==> src/rtl/uart_core_fifo_if.sv <==
// CPU-side register bus of uart_core_fifo: TX queueing, RX popping,
// FIFO status and sticky receive error flags.
interface uart_core_fifo_if #(
    parameter int DATA_W = 8
);
    logic [DATA_W-1:0] tx_data;
    logic              data_write_en;
    logic              tx_ready;
    logic              tx_busy;
    logic [DATA_W-1:0] rx_data;
    logic              data_read_en;
    logic              rx_ready;
    logic              rx_parity_err;
    logic              rx_frame_err;
    logic              rx_overrun;

    modport master (
        output tx_data, data_write_en, data_read_en,
        input  tx_ready, tx_busy, rx_data, rx_ready,
        input  rx_parity_err, rx_frame_err, rx_overrun
    );

    modport slave (
        input  tx_data, data_write_en, data_read_en,
        output tx_ready, tx_busy, rx_data, rx_ready,
        output rx_parity_err, rx_frame_err, rx_overrun
    );
endinterface

==> src/rtl/uart_core_fifo.sv <==
// Parametrised UART with TX/RX FIFOs, runtime parity/stop selection,
// sticky RX error flags and RTS/CTS flow control tied to RX occupancy.
module uart_core_fifo #(
    parameter int DATA_W = 8,
    parameter int DIV_W  = 16,
    parameter int TX_AW  = 2,
    parameter int RX_AW  = 2
) (
    input  logic             clk,
    input  logic             rst_n,
    input  logic             rst_soft,
    input  logic             tx_en,
    input  logic             rx_en,
    input  logic [DIV_W-1:0] bit_duration,
    input  logic [1:0]       parity_mode,
    input  logic             stop2,
    uart_core_fifo_if.slave  bus,
    output logic             txd,
    input  logic             rxd,
    output logic             rts,
    input  logic             cts
);
    localparam int TX_D = 1 << TX_AW;
    localparam int RX_D = 1 << RX_AW;
    localparam int BW   = $clog2(DATA_W);
    localparam logic [BW-1:0] LAST = BW'(DATA_W - 1);
    localparam logic [RX_AW:0] RTS_MAX = (RX_AW + 1)'(RX_D - 2);

    typedef enum logic [2:0] {
        T_IDLE, T_START, T_DATA, T_PARITY, T_STOP1, T_STOP2
    } tx_state_t;

    typedef enum logic [2:0] {
        R_IDLE, R_START, R_DATA, R_PARITY, R_STOP, R_WAIT
    } rx_state_t;

    // ---------------- TX FIFO ----------------
    logic [DATA_W-1:0] tx_mem [TX_D];
    logic [TX_AW:0]    tx_wr, tx_rd;
    logic              tx_empty, tx_full, tx_push, tx_start;
    logic [DATA_W-1:0] tx_head;

    assign tx_empty = tx_wr == tx_rd;
    assign tx_full  = (tx_wr[TX_AW] != tx_rd[TX_AW]) &&
                      (tx_wr[TX_AW-1:0] == tx_rd[TX_AW-1:0]);
    assign tx_push  = bus.data_write_en && !tx_full;
    assign tx_head  = tx_mem[tx_rd[TX_AW-1:0]];
    assign bus.tx_ready = tx_en && !tx_full;

    always_ff @(posedge clk) begin
        if (tx_push) tx_mem[tx_wr[TX_AW-1:0]] <= bus.tx_data;
    end

    always_ff @(posedge clk or negedge rst_n) begin
        if (!rst_n) begin
            tx_wr <= '0;
            tx_rd <= '0;
        end else if (rst_soft) begin
            tx_wr <= '0;
            tx_rd <= '0;
        end else begin
            if (tx_push)  tx_wr <= tx_wr + 1'b1;
            if (tx_start) tx_rd <= tx_rd + 1'b1;
        end
    end

    // ---------------- TX FSM ----------------
    tx_state_t         tx_state;
    logic [DIV_W-1:0]  tx_cnt, tx_div;
    logic [BW-1:0]     tx_bit;
    logic [DATA_W-1:0] tx_sh;
    logic              tx_par, tx_pen, tx_st2;
    logic              tx_tick, tx_last;

    assign tx_tick  = tx_cnt == tx_div - 1'b1;
    assign tx_last  = tx_tick && ((tx_state == T_STOP1 && !tx_st2) ||
                                  tx_state == T_STOP2);
    // A new frame may start straight out of the last stop bit.
    assign tx_start = tx_en && cts && !tx_empty &&
                      (tx_state == T_IDLE || tx_last);
    assign bus.tx_busy = (tx_state != T_IDLE) || !tx_empty;

    always_ff @(posedge clk or negedge rst_n) begin
        if (!rst_n) begin
            tx_state <= T_IDLE;
            tx_cnt   <= '0;
            tx_div   <= '0;
            tx_bit   <= '0;
            tx_sh    <= '0;
            tx_par   <= 1'b0;
            tx_pen   <= 1'b0;
            tx_st2   <= 1'b0;
            txd      <= 1'b1;
        end else if (rst_soft) begin
            tx_state <= T_IDLE;
            tx_cnt   <= '0;
            tx_div   <= '0;
            tx_bit   <= '0;
            tx_sh    <= '0;
            tx_par   <= 1'b0;
            tx_pen   <= 1'b0;
            tx_st2   <= 1'b0;
            txd      <= 1'b1;
        end else if (tx_start) begin
            tx_state <= T_START;
            tx_cnt   <= '0;
            tx_bit   <= '0;
            tx_sh    <= tx_head;
            tx_div   <= bit_duration;
            tx_pen   <= parity_mode[0] ^ parity_mode[1];
            tx_par   <= (^tx_head) ^ parity_mode[1];
            tx_st2   <= stop2;
            txd      <= 1'b0;
        end else if (tx_state != T_IDLE) begin
            if (!tx_tick) begin
                tx_cnt <= tx_cnt + 1'b1;
            end else begin
                tx_cnt <= '0;
                unique case (tx_state)
                    T_START: begin
                        tx_state <= T_DATA;
                        txd      <= tx_sh[0];
                    end
                    T_DATA: begin
                        if (tx_bit == LAST) begin
                            tx_state <= tx_pen ? T_PARITY : T_STOP1;
                            txd      <= tx_pen ? tx_par : 1'b1;
                        end else begin
                            tx_bit <= tx_bit + 1'b1;
                            tx_sh  <= tx_sh >> 1;
                            txd    <= tx_sh[1];
                        end
                    end
                    T_PARITY: begin
                        tx_state <= T_STOP1;
                        txd      <= 1'b1;
                    end
                    T_STOP1: tx_state <= tx_st2 ? T_STOP2 : T_IDLE;
                    T_STOP2: tx_state <= T_IDLE;
                    default: tx_state <= T_IDLE;
                endcase
            end
        end
    end

    // ---------------- RX synchroniser ----------------
    logic rx_s1, rx_s2, rx_prev, rx_fall;

    always_ff @(posedge clk or negedge rst_n) begin
        if (!rst_n) begin
            rx_s1   <= 1'b1;
            rx_s2   <= 1'b1;
            rx_prev <= 1'b1;
        end else if (rst_soft) begin
            rx_s1   <= 1'b1;
            rx_s2   <= 1'b1;
            rx_prev <= 1'b1;
        end else begin
            rx_s1   <= rxd;
            rx_s2   <= rx_s1;
            rx_prev <= rx_s2;
        end
    end

    assign rx_fall = rx_prev && !rx_s2;

    // ---------------- RX FSM ----------------
    rx_state_t         rx_state;
    logic [DIV_W-1:0]  rx_cnt, rx_div;
    logic [BW-1:0]     rx_bit;
    logic [DATA_W-1:0] rx_sh;
    logic              rx_pen, rx_odd;
    logic              rx_tick, rx_half, rx_push;
    logic              parity_err, frame_err;

    assign rx_tick = rx_cnt == rx_div - 1'b1;
    assign rx_half = rx_cnt == (rx_div >> 1) - 1'b1;
    assign rx_push = (rx_state == R_STOP) && rx_tick && rx_s2;

    always_ff @(posedge clk or negedge rst_n) begin
        if (!rst_n) begin
            rx_state   <= R_IDLE;
            rx_cnt     <= '0;
            rx_div     <= '0;
            rx_bit     <= '0;
            rx_sh      <= '0;
            rx_pen     <= 1'b0;
            rx_odd     <= 1'b0;
            parity_err <= 1'b0;
            frame_err  <= 1'b0;
        end else if (rst_soft) begin
            rx_state   <= R_IDLE;
            rx_cnt     <= '0;
            rx_div     <= '0;
            rx_bit     <= '0;
            rx_sh      <= '0;
            rx_pen     <= 1'b0;
            rx_odd     <= 1'b0;
            parity_err <= 1'b0;
            frame_err  <= 1'b0;
        end else begin
            unique case (rx_state)
                R_IDLE: begin
                    if (rx_en && rx_fall) begin
                        rx_state <= R_START;
                        rx_cnt   <= '0;
                        rx_div   <= bit_duration;
                        rx_pen   <= parity_mode[0] ^ parity_mode[1];
                        rx_odd   <= parity_mode[1];
                    end
                end
                R_START: begin
                    if (rx_half) begin
                        rx_cnt   <= '0;
                        rx_bit   <= '0;
                        rx_state <= rx_s2 ? R_IDLE : R_DATA;
                    end else begin
                        rx_cnt <= rx_cnt + 1'b1;
                    end
                end
                R_DATA: begin
                    if (rx_tick) begin
                        rx_cnt <= '0;
                        rx_sh  <= {rx_s2, rx_sh[DATA_W-1:1]};
                        if (rx_bit == LAST)
                            rx_state <= rx_pen ? R_PARITY : R_STOP;
                        else
                            rx_bit <= rx_bit + 1'b1;
                    end else begin
                        rx_cnt <= rx_cnt + 1'b1;
                    end
                end
                R_PARITY: begin
                    if (rx_tick) begin
                        rx_cnt   <= '0;
                        rx_state <= R_STOP;
                        if (rx_s2 != ((^rx_sh) ^ rx_odd)) parity_err <= 1'b1;
                    end else begin
                        rx_cnt <= rx_cnt + 1'b1;
                    end
                end
                R_STOP: begin
                    if (rx_tick) begin
                        rx_cnt <= '0;
                        if (!rx_s2) begin
                            frame_err <= 1'b1;
                            rx_state  <= R_WAIT;
                        end else begin
                            rx_state <= R_IDLE;
                        end
                    end else begin
                        rx_cnt <= rx_cnt + 1'b1;
                    end
                end
                R_WAIT: if (rx_s2) rx_state <= R_IDLE;
                default: rx_state <= R_IDLE;
            endcase
        end
    end

    // ---------------- RX FIFO ----------------
    logic [DATA_W-1:0] rx_mem [RX_D];
    logic [RX_AW:0]    rx_wr, rx_rd, rx_level;
    logic              rx_empty, rx_full, rx_pop, rx_wr_ok, overrun;

    assign rx_empty = rx_wr == rx_rd;
    assign rx_full  = (rx_wr[RX_AW] != rx_rd[RX_AW]) &&
                      (rx_wr[RX_AW-1:0] == rx_rd[RX_AW-1:0]);
    assign rx_level = rx_wr - rx_rd;
    assign rx_pop   = bus.data_read_en && !rx_empty;
    // A pop in the same cycle frees the slot, so a full FIFO still accepts.
    assign rx_wr_ok = rx_push && (!rx_full || rx_pop);

    always_ff @(posedge clk) begin
        if (rx_wr_ok) rx_mem[rx_wr[RX_AW-1:0]] <= rx_sh;
    end

    always_ff @(posedge clk or negedge rst_n) begin
        if (!rst_n) begin
            rx_wr   <= '0;
            rx_rd   <= '0;
            overrun <= 1'b0;
            rts     <= 1'b0;
        end else if (rst_soft) begin
            rx_wr   <= '0;
            rx_rd   <= '0;
            overrun <= 1'b0;
            rts     <= 1'b0;
        end else begin
            if (rx_wr_ok) rx_wr <= rx_wr + 1'b1;
            if (rx_pop)   rx_rd <= rx_rd + 1'b1;
            if (rx_push && !rx_wr_ok) overrun <= 1'b1;
            rts <= rx_en && (rx_level <= RTS_MAX);
        end
    end

    assign bus.rx_ready      = !rx_empty;
    assign bus.rx_data       = rx_empty ? '0 : rx_mem[rx_rd[RX_AW-1:0]];
    assign bus.rx_parity_err = parity_err;
    assign bus.rx_frame_err  = frame_err;
    assign bus.rx_overrun    = overrun;
endmodule
==> src/flat_wrapper.sv <==
// flat-port wrapper written by rule: the top's interface ports become plain ports
module uart_core_fifo_flat 
#(
    parameter int DATA_W = 8,
    parameter int DIV_W  = 16,
    parameter int TX_AW  = 2,
    parameter int RX_AW  = 2
)
  (clk, rst_n, rst_soft, tx_en, rx_en, bit_duration, parity_mode, stop2, txd, rxd, rts, cts, bus_tx_data, bus_data_write_en, bus_data_read_en, bus_tx_ready, bus_tx_busy, bus_rx_data, bus_rx_ready, bus_rx_parity_err, bus_rx_frame_err, bus_rx_overrun);
  uart_core_fifo_if #(.DATA_W(DATA_W)) bus_i ();
  input  logic clk;
  input  logic rst_n;
  input  logic rst_soft;
  input  logic tx_en;
  input  logic rx_en;
  input  logic [DIV_W-1:0] bit_duration;
  input  logic [1:0] parity_mode;
  input  logic stop2;
  output logic txd;
  input  logic rxd;
  output logic rts;
  input  logic cts;
  input wire logic [$bits(bus_i.tx_data)-1:0] bus_tx_data;
  input wire logic [$bits(bus_i.data_write_en)-1:0] bus_data_write_en;
  input wire logic [$bits(bus_i.data_read_en)-1:0] bus_data_read_en;
  output wire logic [$bits(bus_i.tx_ready)-1:0] bus_tx_ready;
  output wire logic [$bits(bus_i.tx_busy)-1:0] bus_tx_busy;
  output wire logic [$bits(bus_i.rx_data)-1:0] bus_rx_data;
  output wire logic [$bits(bus_i.rx_ready)-1:0] bus_rx_ready;
  output wire logic [$bits(bus_i.rx_parity_err)-1:0] bus_rx_parity_err;
  output wire logic [$bits(bus_i.rx_frame_err)-1:0] bus_rx_frame_err;
  output wire logic [$bits(bus_i.rx_overrun)-1:0] bus_rx_overrun;
  assign bus_i.tx_data = bus_tx_data;
  assign bus_i.data_write_en = bus_data_write_en;
  assign bus_i.data_read_en = bus_data_read_en;
  assign bus_tx_ready = bus_i.tx_ready;
  assign bus_tx_busy = bus_i.tx_busy;
  assign bus_rx_data = bus_i.rx_data;
  assign bus_rx_ready = bus_i.rx_ready;
  assign bus_rx_parity_err = bus_i.rx_parity_err;
  assign bus_rx_frame_err = bus_i.rx_frame_err;
  assign bus_rx_overrun = bus_i.rx_overrun;
  uart_core_fifo #(.DATA_W(DATA_W), .DIV_W(DIV_W), .TX_AW(TX_AW), .RX_AW(RX_AW)) u_core (.clk(clk), .rst_n(rst_n), .rst_soft(rst_soft), .tx_en(tx_en), .rx_en(rx_en), .bit_duration(bit_duration), .parity_mode(parity_mode), .stop2(stop2), .bus(bus_i), .txd(txd), .rxd(rxd), .rts(rts), .cts(cts));
endmodule
==> config.mk <==
export PLATFORM = sky130hd
export DESIGN_NAME = uart_core_fifo_flat
export DESIGN_NICKNAME = d
export VERILOG_FILES = /design/src/rtl/uart_core_fifo_if.sv /design/src/rtl/uart_core_fifo.sv /design/src/flat_wrapper.sv
export SDC_FILE = /design/constraint.sdc
export NUM_CORES = 1
export LEC_CHECK = 0
export CELL_PAD_IN_SITES_DETAIL_PLACEMENT = 1
export CELL_PAD_IN_SITES_GLOBAL_PLACEMENT = 2
export CORE_ASPECT_RATIO = 1.25
export CORE_UTILIZATION = 43
export DETAILED_ROUTE_END_ITERATION = 10
export GPL_ROUTABILITY_DRIVEN = 0
export PLACE_DENSITY = 0.92
export SKIP_LAST_GASP = 1
export SLEW_MARGIN = 30
export SYNTH_ARGS = -nofsm -noshare
export SYNTH_HDL_FRONTEND = slang
export SYNTH_SLANG_ARGS = --single-unit
==> constraint.sdc <==
create_clock -name clk -period 6.9 [get_ports clk]
set_input_delay 1.725 -clock clk [delete_from_list [all_inputs] [get_ports clk]]
set_output_delay 1.725 -clock clk [all_outputs]
set_load 0.03 [all_outputs]
==> results of run 1 <==
==> stage by stage <==
step | hold slack [ns] | power, W | utilization (%)
floorplan | 0.486 | 0.00140 | -
global placement | 0.497 | 0.00150 | 47.1
detailed placement | 0.522 | 0.00151 | 47.1
CTS | 0.534 | 0.00249 | 49.6
global route | 0.569 | 0.00256 | 49.6
finish | 0.533 | 0.00247 | 49.6
==> per-layer routing <==
metal	GRT usage (%)	part of all wire [%]	vias up
li1	-	-	3745
met4	8.61	2.3	0
met2	39.5	51	103
met5	0	0	-
met3	3.04	1.9	37
met1	27.5	44	3915
==> worst paths after layout <==
path                                            endpoint  slack [ns]                          start  cells past startpoint
setup / recovery                            bus_tx_ready        2.19                          tx_en                      3
hold / removal             u_core.tx_cnt[15]$_DFFE_PN0P_        0.53  u_core.tx_cnt[15]$_DFFE_PN0P_                      1
setup reg to reg            u_core.rx_cnt[3]$_DFFE_PN0P_        2.60   u_core.rx_div[2]$_DFFE_PN0P_                     10
hold reg to reg            u_core.tx_cnt[15]$_DFFE_PN0P_        0.53  u_core.tx_cnt[15]$_DFFE_PN0P_                      1
max in group asynchronous  u_core.rx_div[13]$_DFFE_PN0P_        4.20                          rst_n                      2
min in group asynchronous    u_core.tx_wr[1]$_DFFE_PN0P_        1.35                          rst_n                      1
==> cell families (layout without fill, tap and decap cells) <==
kind of cell | after synthesis | count (layout) | synth area share [%]
buffers and inverters | 109 | 126 | 4.24
and+or+nand+nor | 405 | 405 | 20.5
xor gates and xnor gates | 94 | 94 | 8.15
AOI/OAI and AO/OA | 205 | 205 | 13.2
DFF | 181 | 181 | 47.2
adders and majority gates | 22 | 22 | 2.75
muxes | 21 | 21 | 3.99
==> layout make-up <==
| cell class | count | area share (%) |
|---|---|---|
| Multi-Input combinational cell | 747 | 43.6 |
| Sequential cell | 181 | 42.2 |
| Timing Repair Buffer | 58 | 4.83 |
| Clock buffer | 20 | 3.88 |
| Tap cell | 288 | 3.13 |
| Clock inverter | 12 | 1.21 |
| Inverter | 36 | 1.17 |
==> where the power goes <==
group | internal, W | switching [W] | leakage (nW)
logic | 0.000130 | 0.000186 | 1.94
registers | 0.00114 | 0.0000346 | 2.20
clock network | 0.000522 | 0.000458 | 0.281
total | 0.00179 | 0.000678 | 4.43
==> flip-flops by register name, summed over array words and instances (netlist names), 8 cells and up <==
signal	cells
u_core.tx_sh	8
u_core.tx_mem	32
u_core.tx_cnt	16
u_core.tx_div	16
u_core.rx_mem	32
u_core.rx_div	16
u_core.rx_sh	8
u_core.rx_cnt	16
==> cells in the final DEF, fill, tap and decap left out, types with 18 or more instances in the layout <==
| cell | n |
|---|---|
| nor3_1 | 19 |
| ha_1 | 21 |
| a21oi_1 | 68 |
| and3_1 | 18 |
| inv_1 | 36 |
| nand3_1 | 37 |
| xor2_1 | 35 |
| nor2_1 | 58 |
| dfrtp_1 | 113 |
| xnor2_1 | 58 |
| edfxtp_1 | 64 |
| o21ai_0 | 22 |
| nand2_1 | 139 |
| a22oi_1 | 20 |
| clkdlybuf4s50_1 | 49 |
==> critical path, stage by stage <==
cell	delay, ns
clkdlybuf4s50_1	0.48
and2_1	0.12
clkdlybuf4s50_1	0.66
==> results.cfg, run 1 <==
[place]
post-place-ws_ns = 2.19
dp_hpwl_um = 18100
dpl_cell_area_mm2 = 0.0109
dp_cells = 1310
io_buffers = 51

[power_and_ir_drop]
pwr_density_cell_mw_per_mm2 = 214
ir_drop_uv = 182
p_leak_nw = 4.43

[drt]
wire_per_inst_um = 19.2
vias_per_cell = 5.81
drt_first_pass_iters = 4
drcViolationCount = 0
drt_wl_total_um = 25800
num_vias = 7800
dr.first_iter.drc_count = 399
ant_nets = 0

[floorplanning]
dieWidth_um = 140
ios = 52
dieHeight_um = 175
die_area_mm2 = 0.0246
fp.coreArea_mm2 = 0.0232
start_util_pct = 44.4
rows = 62

[synth]
yosys_warnings = 0
async_flop_share_pct = 64.6
synth_nets = 1095
synthTopCellsByCount = nand2_1 (139), dfrtp_1 (113), a21oi_1 (69)
yosysUniqueCellTypes = 79
ys_dominant_reg_cell = dfrtp_1
syn_avg_cell_area_um2 = 9.92
synth-edff-count = 64
yosysMostFrequentCell = nand2_1
syn_area_mm2 = 0.0103
ys_ff_latch = 181
netlist_instances = 1037
ys_top_cells_by_area = dfrtp_1 (27%), edfxtp_1 (19%), nand2_1 (5.1%)
yosysTopAreaCellShare_pct = 27.5
yosysTopAreaCell = dfrtp_1
ys_seq_area_share_pct = 47.2

[sta]
worst_slack_ns = 2.19
rsz0062_at_grt = no
setup_violations = 0
clock_skew_ns = 0.0118
tightest_slew_ns = 0.935
fin_tns_setup_ns = 0
max_freq_mhz = 212
post-route-period-util_pct = 68.3
min_period_ns = 4.71
slew_headroom_pct = 37.2
slew_violations = 0
hold_viol_final = 0

[clock_network]
h-tree-depth = 4
cts_resized = 0
cts.sinks = 181
post_cts_buffers = 0
numCtsBuffers = 17
clk_pin_slew_ns = 0.06
hold_buffers = 0
clockBufferDepth = 2
cts_tree = done
clkLatencyLatePin_ns = 0.45
root_buffer = clkbuf_16

[final_layout]
fillers = 2508
stdcell_count = 1342
seq_area_mm2 = 0.00485
final_net_count = 1099
final_layout_size_suffix_gt1_share_pct = 8.06
area_growth_pct = 11.8
multi_input_area_mm2 = 0.00501
stdcell_area_mm2 = 0.0115
n_antenna_cell = 0

[critical_path]
worstPathRequired_ns = 5.18
worstSetupStartpointType = primary input
end_kind = output pin
worstSetupPathType = in -> out
cp_max_fo = 2
crit_arrival_ns = 2.98

[run_status]
status = completed

[grt]
grt_pass1_wl_um = 43000
grt_antenna_before_repair = 0
grt_max_degree = 61
track_usage_pct = 22.3
grt_overflow_total = 0
grt_pass1_vias = 8210

[worst_hold_path]
hold_path.class = reg -> reg

[flow_run]
maxCapViolations = 0
Note: power is estimated with default switching activity, not from simulation.
==> inputs of run 2 (changes only) <==
- CORE_UTILIZATION: 43 -> 36
- PLACE_DENSITY: 0.92 -> 0.83
- clock period: 6.9 -> 4.3 ns (I/O delays scaled with it)
==> run 2 against run 1 <==
  * Core utilization decreased by 7.5 points
  * Critical path type is now reg -> reg
  * Die area increased by 19%
  * Via count about the same
  * Design area increased by 1.8%
  * Non-clock buffer count increased by 13
  * Clock-buffer cell count decreased by 2
  * Largest cell class unchanged
  * Sequential share of layout area decreased by 0.73 points
  * Sequential power increased by 60%
  * Worst hold slack got worse by 0.0033 ns
  * Worst setup slack got worse by 1.7 ns
  * Register-to-register slack got worse by 2.1 ns
==> results.cfg, run 2 (synthesis results as in run 1) <==
[critical_path]
max_stage_delay_ns = 0.44
r2r_slack_ns = 0.54
rr_worst_depth = 11
cp_max_fo = 26
path_delay_family = simple AND/OR/NAND/NOR gates
worstPathRequired_ns = 4.40
r2r-start = u_core.rx_div[1]$_DFFE_PN0P_
end_kind = flop
crit_arrival_ns = 3.87
worstSetupPathType = reg -> reg
critPathBufInv = 2
rr_endpoint = u_core.rx_mem[0][2]$_DFFE_PP_
worstSetupStartpointType = flop
slowest_stage = dfrtp_1
crit_chain = inv_1, ha_1, nor4b_4, nand3_1, o32ai_1, nand4_1, nor4_4, buf_4, nand2_1, nor2_1, and2_1

[final_layout]
final_layout_size_suffix_gt1_share_pct = 9.18
final_common_cell = nand2_1
layout_common_cells = nand2_1 (139), dfrtp_1 (113), a21oi_1 (68)
stdcell_area_mm2 = 0.0117
fillers = 3073
n_antenna_cell = 0
area_growth_pct = 13.8
final_net_count = 1112

[floorplanning]
dieHeight_um = 191
fp.coreArea_mm2 = 0.0278
dieWidth_um = 153
start_util_pct = 37.0
ios = 52
rows = 68
die_area_mm2 = 0.0293

[grt]
grt_pass1_wl_um = 44400
grt_overflow_total = 0
grt_max_degree = 71
grt_antenna_before_repair = 0
track_usage_pct = 19.3
grt_pass1_vias = 8337

[worst_hold_path]
whs_endpoint = u_core.tx_sh[6]$_DFFE_PN0P_
hold_path.class = reg -> reg
min_delay_path_depth = 2
worstHoldStart = u_core.tx_sh[6]$_DFFE_PN0P_

[drt]
drcViolationCount = 0
met1_length_um = 11500
route.met3.wl_um = 401
vias_per_cell = 5.50
drt_wl_total_um = 26600
dr.first_iter.drc_count = 366
ant_nets = 0
num_vias = 7794
wire_per_inst_um = 18.8
top_layer = met4
drt_first_pass_iters = 4
wl_met2_um = 14100

[power_and_ir_drop]
ir_drop_uv = 294
p_leak_nw = 4.51
pwr_density_cell_mw_per_mm2 = 341

[place]
dp_hpwl_um = 19300
io_buffers = 51
dpl_cell_area_mm2 = 0.0111

[clock_network]
clk_pin_slew_ns = 0.07
hold_buffers = 0
clkLatencyLatePin_ns = 0.45
root_buffer = clkbuf_16
numCtsBuffers = 17
cts.sinks = 181
cts_resized = 0
clockBufferDepth = 2
post_cts_buffers = 0
h-tree-depth = 4
cts_tree = done

[sta]
rsz0062_at_grt = no
slew_violations = 0
hold_viol_final = 0
tightest_slew_ns = 0.879
post-route-period-util_pct = 87.5
slew_headroom_pct = 41.0
min_period_ns = 3.76
clock_skew_ns = 0.00714
fin_tns_setup_ns = 0
max_freq_mhz = 266
setup_violations = 0

[run_status]
status = completed

[flow_run]
maxCapViolations = 0
run 2: cell type report:
| cell class | count | area (µm²) | area share (%) |
|---|---|---|---|
| Clock buffer | 18 | 429 | 3.67 |
| Clock inverter | 14 | 169 | 1.44 |
| Inverter | 36 | 135 | 1.15 |
| Multi-Input combinational cell | 747 | 5010 | 42.8 |
| Sequential cell | 181 | 4850 | 41.5 |
| Tap cell | 350 | 438 | 3.74 |
| Timing Repair Buffer | 71 | 669 | 5.72 |
run 2: how the worst max path moves through the flow:
stage | start | end | slack (ns) | cells past startpoint
detailed placement | u_core.rx_div[1]$_DFFE_PN0P_ | u_core.rx_mem[2][0]$_DFFE_PP_ | 0.56 | 11
CTS | u_core.rx_div[1]$_DFFE_PN0P_ | u_core.rx_mem[2][2]$_DFFE_PP_ | 0.53 | 11
floorplan | u_core.rx_div[1]$_DFFE_PN0P_ | u_core.rx_mem[3][0]$_DFFE_PP_ | 1.19 | 10
global placement | tx_en | u_core.tx_sh[6]$_DFFE_PN0P_ | 0.69 | 6
finish | u_core.rx_div[1]$_DFFE_PN0P_ | u_core.rx_mem[0][2]$_DFFE_PP_ | 0.54 | 11
global route | u_core.rx_div[1]$_DFFE_PN0P_ | u_core.rx_mem[2][2]$_DFFE_PP_ | 0.22 | 11
run 2: per-stage QoR:
| step | hold slack (ns) | setup slack, ns | power, W | instances | util [%] |
|---|---|---|---|---|---|
| floorplan | 0.486 | 1.19 | 0.00225 | 1037 | - |
| global placement | 0.512 | 0.690 | 0.00243 | 1385 | 39.9 |
| detailed placement | 0.524 | 0.559 | 0.00244 | 1385 | 39.9 |
| CTS | 0.534 | 0.532 | 0.00404 | 1417 | 42.1 |
| global route | 0.558 | 0.225 | 0.00415 | 1417 | 42.1 |
| finish | 0.530 | 0.539 | 0.00400 | 1417 | 42.1 |
run 2: per-layer routing:
metal  global-route usage, %  vias up
li1                        -     3766
met1                    23.3     3929
met2                    34.7       66
met3                    2.18       33
met4                    7.85        0
met5                       0        -
run 2: worst min-delay path: stages (launching register included):
cell and delay (ns):
dfrtp_1 0.38, inv_1 0.05, o22ai_1 0.05
run 2: power breakdown:
group          switching [W]  total (W)  leakage (nW)  internal [W]
Clock               0.000769    0.00160         0.291      0.000830
Combinational       0.000305   0.000524          2.01      0.000219
Sequential         0.0000495    0.00187          2.20       0.00182
Total                0.00112    0.00400          4.51       0.00287
==> inputs of run 3 (changes only) <==
- CELL_PAD_IN_SITES_DETAIL_PLACEMENT: 1 -> 0
- CELL_PAD_IN_SITES_GLOBAL_PLACEMENT: 2 -> 1
- CORE_MARGIN: default -> 4
- CORE_UTILIZATION: 36 -> 43
- PLACE_DENSITY: 0.83 -> 0.82
==> run 3 against run 2 <==
  * Via count fell by 1.6%
  * Final cell count shrank 4.2%
  * Sequential power is essentially flat
  * Largest cell class unchanged
==> results.cfg, run 3 (synthesis results as in run 1) <==
[run_status]
status = completed

[drt]
ant_nets = 0
vias_per_cell = 5.65
drcViolationCount = 0
dr.first_iter.drc_count = 490
drt_wl_total_um = 23000
wire_per_inst_um = 16.9
num_vias = 7668
drt_first_pass_iters = 5

[floorplanning]
ios = 52
dieWidth_um = 146
start_util_pct = 43.5
die_area_mm2 = 0.0265
dieHeight_um = 181
fp.coreArea_mm2 = 0.0236
rows = 63

[clock_network]
clockBufferDepth = 2
numCtsBuffers = 17
post_cts_buffers = 0
cts.sinks = 181
hold_buffers = 0
cts_tree = done
cts_resized = 0
clk_pin_slew_ns = 0.07
root_buffer = clkbuf_16
h-tree-depth = 4
clkLatencyLatePin_ns = 0.44

[sta]
tightest_slew_ns = 0.974
fin_tns_setup_ns = 0
clock_skew_ns = 0.0102
max_freq_mhz = 261
hold_viol_final = 0
worst_slack_ns = 0.463
slew_violations = 0
min_period_ns = 3.84
post-route-period-util_pct = 89.2
slew_headroom_pct = 35.1
setup_violations = 0
rsz0062_at_grt = no

[critical_path]
worstPathRequired_ns = 3.22
worstSetupStartpointType = flop
startpoint = u_core.rx_rd[1]$_DFFE_PN0P_
r2r-start = u_core.rx_div[1]$_DFFE_PN0P_
cp_max_fo = 12
worstSetupPathType = reg -> out
crit_arrival_ns = 2.76
end_kind = output pin

[final_layout]
layout_common_cells = nand2_1 (139), dfrtp_1 (113), a21oi_1 (69)
n_antenna_cell = 0
fillers = 2220
area_growth_pct = 12.7
final_net_count = 1111
final_layout_size_suffix_gt1_share_pct = 9.01
final_common_cell = nand2_1

[power_and_ir_drop]
pwr_density_cell_mw_per_mm2 = 338
p_leak_nw = 4.48
ir_drop_uv = 288

[grt]
grt_overflow_total = 0
grt_pass1_vias = 7730
grt_pass1_wl_um = 39000
grt_antenna_before_repair = 0
track_usage_pct = 17.9
grt_max_degree = 61

[place]
dp_hpwl_um = 16400
io_buffers = 51
post-place-ws_ns = 0.559

[worst_hold_path]
hold_path.class = reg -> reg
worstHoldStart = u_core.tx_cnt[15]$_DFFE_PN0P_

[flow_run]
maxCapViolations = 0
run 3: cell count changes in the layout (fill, tap and decap cells not counted), sizes merged:
cell / before / now
buf: 22 / 21
clkbuf: 18 / 19
clkinv: 8 / 5
clkinvlp: 0 / 3
inv: 41 / 40
run 3: power by group:
part	leakage (nW)	internal [W]	total [W]	switching (W)
Clock	0.271	0.000817	0.00153	0.000717
Combinational	2.01	0.000223	0.000516	0.000293
Sequential	2.20	0.00182	0.00187	0.0000489
Total	4.48	0.00287	0.00392	0.00106
run 3: cell type report:
class / instances / area [µm²] / area share, %
multi-input combinational: 747 / 5010 / 43.2
inverter: 36 / 135 / 1.16
tap: 292 / 365 / 3.15
timing repair buffer: 70 / 658 / 5.67
clock buffer: 19 / 433 / 3.73
sequential: 181 / 4850 / 41.9
clock inverter: 13 / 144 / 1.24
run 3: worst max-delay path: stages (launching register included):
cell	delay [ns]
dfrtp_1	0.61
inv_1	0.15
ha_1	0.33
nand3_1	0.36
and2_1	0.20
clkdlybuf4s50_1	0.67
run 3: routing by layer:
layer / GRT usage [%] / part of all wire, % / up-vias / wire (µm)
met1: 22.0 / 44 / 3752 / 10100
li1: - / - / 3774 / -
met4: 6.48 / 2.1 / 0 / 472
met3: 2.76 / 2.2 / 30 / 509
met5: 0 / 0 / - / 0
met2: 31.9 / 52 / 112 / 11900
run 3: metrics by stage:
stage / hold WS, ns / util [%] / power, W / cells / cell area [µm²]
after global placement: 0.508 / 46.6 / 0.00242 / 1326 / 11000
after detailed placement: 0.520 / 46.6 / 0.00243 / 1326 / 11000
after floorplan: 0.486 / - / 0.00225 / 1037 / 10300
final: 0.533 / 49.1 / 0.00392 / 1358 / 11600
after CTS: 0.533 / 49.1 / 0.00398 / 1358 / 11600
after global routing: 0.549 / 49.1 / 0.00411 / 1358 / 11600
run 3: worst paths after layout:
check | to | slack [ns] | cells past startpoint
min in group asynchronous | u_core.rx_div[14]$_DFFE_PN0P_ | 0.60 | 1
hold / removal | u_core.tx_cnt[15]$_DFFE_PN0P_ | 0.53 | 1
max in group asynchronous | u_core.txd$_DFFE_PN1P_ | 2.86 | 2
hold reg to reg | u_core.tx_cnt[15]$_DFFE_PN0P_ | 0.53 | 1
setup / recovery | bus_rx_data[3] | 0.46 | 5
setup reg to reg | u_core.rx_mem[1][2]$_DFFE_PP_ | 0.54 | 11
